<file path="src/rtl/even_parity_generator_3bit.sv">
// even_parity_generator_3bit
//
// Registered 3-bit even-parity generator with enable. When E is high, the block
// computes P so that the codeword {A, P} has an even number of ones. It registers
// P and the 4-bit codeword Y on the next rising edge. When E is low, or while rst
// is high, both outputs are a clean zero.
//
// Ports:
//   clk  in   1  System clock. All state changes on the rising edge.
//   rst  in   1  Synchronous active-high reset.
//   A    in   3  Data word to protect.
//   E    in   1  Enable. 1 = generate parity, 0 = force outputs to zero.
//   P    out  1  Registered even-parity bit.
//   Y    out  4  Registered codeword {A, P}. A is in Y[3:1] and P is in Y[0].
//
// Latency is one cycle and throughput is one word per cycle. P and Y come
// straight from flops, so no input reaches an output through logic alone.

module even_parity_generator_3bit (
  input  logic       clk,
  input  logic       rst,
  input  logic [2:0] A,
  input  logic       E,
  output logic       P,
  output logic [3:0] Y
);

  logic       p_d, p_q;
  logic [3:0] y_d, y_q;

  // Next-state logic. When disabled, A is not used at all.
  // An X on A therefore cannot leak into the outputs while E is low.
  always_comb begin
    p_d = 1'b0;
    y_d = 4'b0000;
    if (E) begin
      p_d = ^A;
      y_d = {A, p_d};
    end
  end

  // Reset takes priority over enable.
  always_ff @(posedge clk) begin
    if (rst) begin
      p_q <= 1'b0;
      y_q <= 4'b0000;
    end else begin
      p_q <= p_d;
      y_q <= y_d;
    end
  end

  assign P = p_q;
  assign Y = y_q;

endmodule

</file>
<file path="config.mk">
export PLATFORM = sky130hd
export DESIGN_NAME = even_parity_generator_3bit
export DESIGN_NICKNAME = d
export VERILOG_FILES = /design/src/rtl/even_parity_generator_3bit.sv
export SDC_FILE = /design/constraint.sdc
export NUM_CORES = 1
export LEC_CHECK = 0
export ABC_CLOCK_PERIOD_IN_PS = 1100
export CAP_MARGIN = 20
export CORE_AREA = 5 5 42 44
export DETAILED_ROUTE_END_ITERATION = 10
export DIE_AREA = 0 0 47 49
export GPL_TIMING_DRIVEN = 1
export PLACE_DENSITY_LB_ADDON = 0.05
export REMOVE_ABC_BUFFERS = 1
export SLEW_MARGIN = 20
export SYNTH_ARGS = -nofsm -noshare
export SYNTH_HDL_FRONTEND = slang
export SYNTH_SLANG_ARGS = --single-unit
</file>
<file path="constraint.sdc">
create_clock -name clk -period 1.1 [get_ports clk]
set_input_delay 0.22 -clock clk [delete_from_list [all_inputs] [get_ports clk]]
set_output_delay 0.22 -clock clk [all_outputs]
set_load 0.1 [all_outputs]
</file>
; Word-level counts from Yosys, hierarchy flattened
; Index checks and enable logic that the tools add are counted.
[word_totals]
register_bits = 5
out_inout_bits = 5
wordCells = 5
[classes]
reduce_logical = 2
bitwise = 1
[ops]
columns = op, n
row1 = 3-bit parity, 1
row2 = 2-bit OR reduction, 1
row3 = 1-bit NOT, 1

; Depth between registers and ports, before layout
[depth]
word_depth = 2
ltp_mapped = 2
ltp_nobuf = 2

; Least setup slack after synthesis
; OpenSTA, ideal clock, no wires.
[synth_path]
kind = reg2out
startpoint = register y_q[0], in the netlist Y[0]
endpoint = output port Y[0]
n_path_buf = 1
arrival_ps = 1356
stages_incl_launch_ff = 2
slack_ps = -476
path_cell_list = dfxtp_1 buf_4
[synth_rtl]
columns = element, line_no
row1 = "start, declared", 29  ; logic [3:0] y_d, y_q;
row2 = "start signal, assigned", 49  ; y_q <= y_d;
row3 = "end, declared", 25  ; output logic [3:0] Y
; No word-level cell between the ends.

; Final worst setup path
[layout_path]
startpoint = input port A[1]
endpoint = register y_q[0], in the netlist Y[0]
[layout_between]
elab_chain_len = 1
[layout_rtl]
columns = element, line_no
row1 = "start, declared", 22  ; input logic [2:0] A,
row2 = 3-bit parity, 37  ; p_d = ^A;
; Every way passes these cells.
; A chain may end at the register's enable or synchronous reset.

==> results.txt <==
- In the synthesized netlist the async set-or-reset flop fraction comes to 0%.
* Max IR drop VDD: 0.000444 V
* Weighted congestion reported at the end of routability-driven placement: 0.619
* Antenna fix cells: 0
- Across all setup checks in the final design, the least slack found is 75.9 ps.
- Commonest cells in the synthesized netlist: 4 x dfxtp_1, 2 x and2_1
- Counting flops with a built-in enable in the synthesized netlist gives 0.
- Vias in the first global route: 115
- Tot Pwr: 486 uW
* Max Cap Violations: 0
- The startpoint identified for the worst hold timing path is A[2].
- Chip height: 49 um
* Deepest clock path buffer count: 2
- The first detailed-routing pass took 2 iterations.
- DRC violation count after routing: 0
- Hold Path End: Y[3]
- After synthesis, the netlist uses 7 different library cells.
* Clock sink count: 4
- After detailed routing, the average wire length per cell comes to 8.03 um.
- Worst-margin pin slew: 201 ps
* Top-level I/O count: 11
* Worst Hold Class: input pin to flip-flop
- Static leakage power: 0.139 nW
- For this run, the top clock speed supported by timing is 0.976 GHz.
- CTS tree: built
- Number of input and output port buffers inserted: 10
* CTS root buf: clkbuf_4
* Initial antenna violation count: 0
- Final #Nets: 31
- Remaining antenna violation count after routing: 0
- The register with the most flip-flops in the layout has 4 of them.
* PostCTS Resize Cnt: 0
- Clock Pin Slew Worst Setup and Hold Paths: 40 ps
- Vias: 113
- Entering global routing, the biggest net connects 5 pins.
- GRT Residual Overflow: 0
- Hold buffers post-CTS: 0
* Hold-critical path depth: 2
- Setup repair after global routing left no endpoint under its margin.
* Leading cell types by total area after synthesis: dfxtp_1 55%, xnor3_1 16%, and2_1 8.6%, nor2b_2 6.0%, and2_2 5.2%
- The routed design could run at a clock period as short as 1020 ps.
- STA classifies the critical path startpoint as an input pin.
- Final routed wirelength across all metal layers: 313 um
- In the routed layout, each cell is associated on average with a via count of 2.90.
- After synthesis, the largest area contributor takes up 55.2% of total cell area.
* Arrival time at the worst endpoint: 1200 ps
- Flops & latches, synth: 4
- The area growth from synthesis to layout is 128%.
- Hold violation count in the final report: 0
- Library cell occupying the most area in the post-synthesis netlist: dfxtp_1
* Std-Cell Rows: 14
- Crit path kind: input pin to flip-flop
* CTS H-Tree Depth: 1
* Die extent in x: 47 um
- Initial drt markers: 1
- Number of slew-limit violations in the final report: 0
* Number of instances in the synthesized netlist: 11
- Mapped cell area: 145 um^2
* Dominant cell by count in the synthesized netlist: dfxtp_1
* Share of layout cells above drive strength 1: 47.8%
* Fin crit share: 93.1%
* Number of buffers added by the clock tree synthesis step: 3
* Avg Synthesized Cell Area: 13.2 um^2
- Floorplan die area: 2300 um^2
* Initial core utilization: 10.4%
- The worst setup path is captured at a flip-flop.
- The run finished with clean final reports.
* First-pass GRT wire length: 517 um
* Data required time at the worst endpoint: 1270 ps
- Of the synthesized area, sequential elements account for 55.2%.
* Global routing usage summed across all routing layers: 3.95%
- Finish-stage setup viols: 0
- Pre-CTS setup slack: -169 ps
- Std-Cell Core Area: 1400 um^2
- In this run the post-CTS setup repair buffer count came out at 0.
- Power density normalized to cell area: 1470 nW/um^2
* Largest fanout of any net on the critical path: 2
- The worst pin sits at a relative slew slack of 86.6%.
- Most used flip-flop cell after synthesis: dfxtp_1
* Warning count from the yosys run: 0
## final cells by class
class / instances / area, um^2
clock buffers: 3 / 22.5
multi-input cells: 6 / 57.6
flip-flops and latches: 4 / 81.3
well taps: 16 / 20.0
fillers: 161 / 1070
repair buffers: 10 / 150
## layout by cell type (no fill, tap or decap)
cell type,instances
and2_1,2
and2_2,1
buf_12,5
clkbuf_4,3
clkdlybuf4s50_1,5
dfxtp_1,3
dfxtp_2,1
nor2b_1,1
nor2b_2,1
xnor3_1,1
## cells by family (layout without fill, tap and decap cells)
kind of cell	Yosys count	in the layout	synth area share (%)
buffers and inverters	1	13	5.17
and+or+nand+nor	5	5	24.1
xor gates and xnor gates	1	1	15.5
DFF	4	4	55.2
## worst max-delay path by stage
stage          start  endpoint  slack, ps  cells after the start
2_1_floorplan   Y[0]         P       -670                      0
3_3_place_gp    A[1]      Y[0]       -170                      3
3_5_place_dp    A[1]      Y[0]       -170                      3
4_1_cts         Y[0]         P          4                      1
5_1_grt         Y[0]         P         50                      1
6_report        A[1]      Y[0]         80                      3
## critical path, cell delays in order
cell             delay [ps]
clkdlybuf4s50_1         470
xnor3_1                 400
nor2b_2                 100
## per-stage QoR
stage | setup TNS, ps | std cells | instance area, um^2 | util (%) | hold WS (ps)
3_5_place_dp | -229 | 36 | 308 | 22.0 | 687
5_1_grt | 0 | 39 | 332 | 23.7 | 602
4_1_cts | 0 | 39 | 330 | 23.6 | 593
6_report | 0 | 39 | 332 | 23.7 | 597
3_3_place_gp | -171 | 36 | 308 | 22.0 | 687
2_1_floorplan | -1430 | 10 | 138 | - | 342
## layer usage
layer	vias to the layer above	part of all wire [%]	GRT usage [%]
met2	9	41	3.62
met5	-	0	0
met3	0	20	4.06
li1	58	-	-
met1	46	39	3.08
met4	0	0	6.91
## report_power, final
group,switching (mW),internal [mW]
registers,0.00733,0.153
logic,0.0795,0.0631
clock network,0.0606,0.122
total,0.147,0.339
Power figures use the tool's default switching activity.
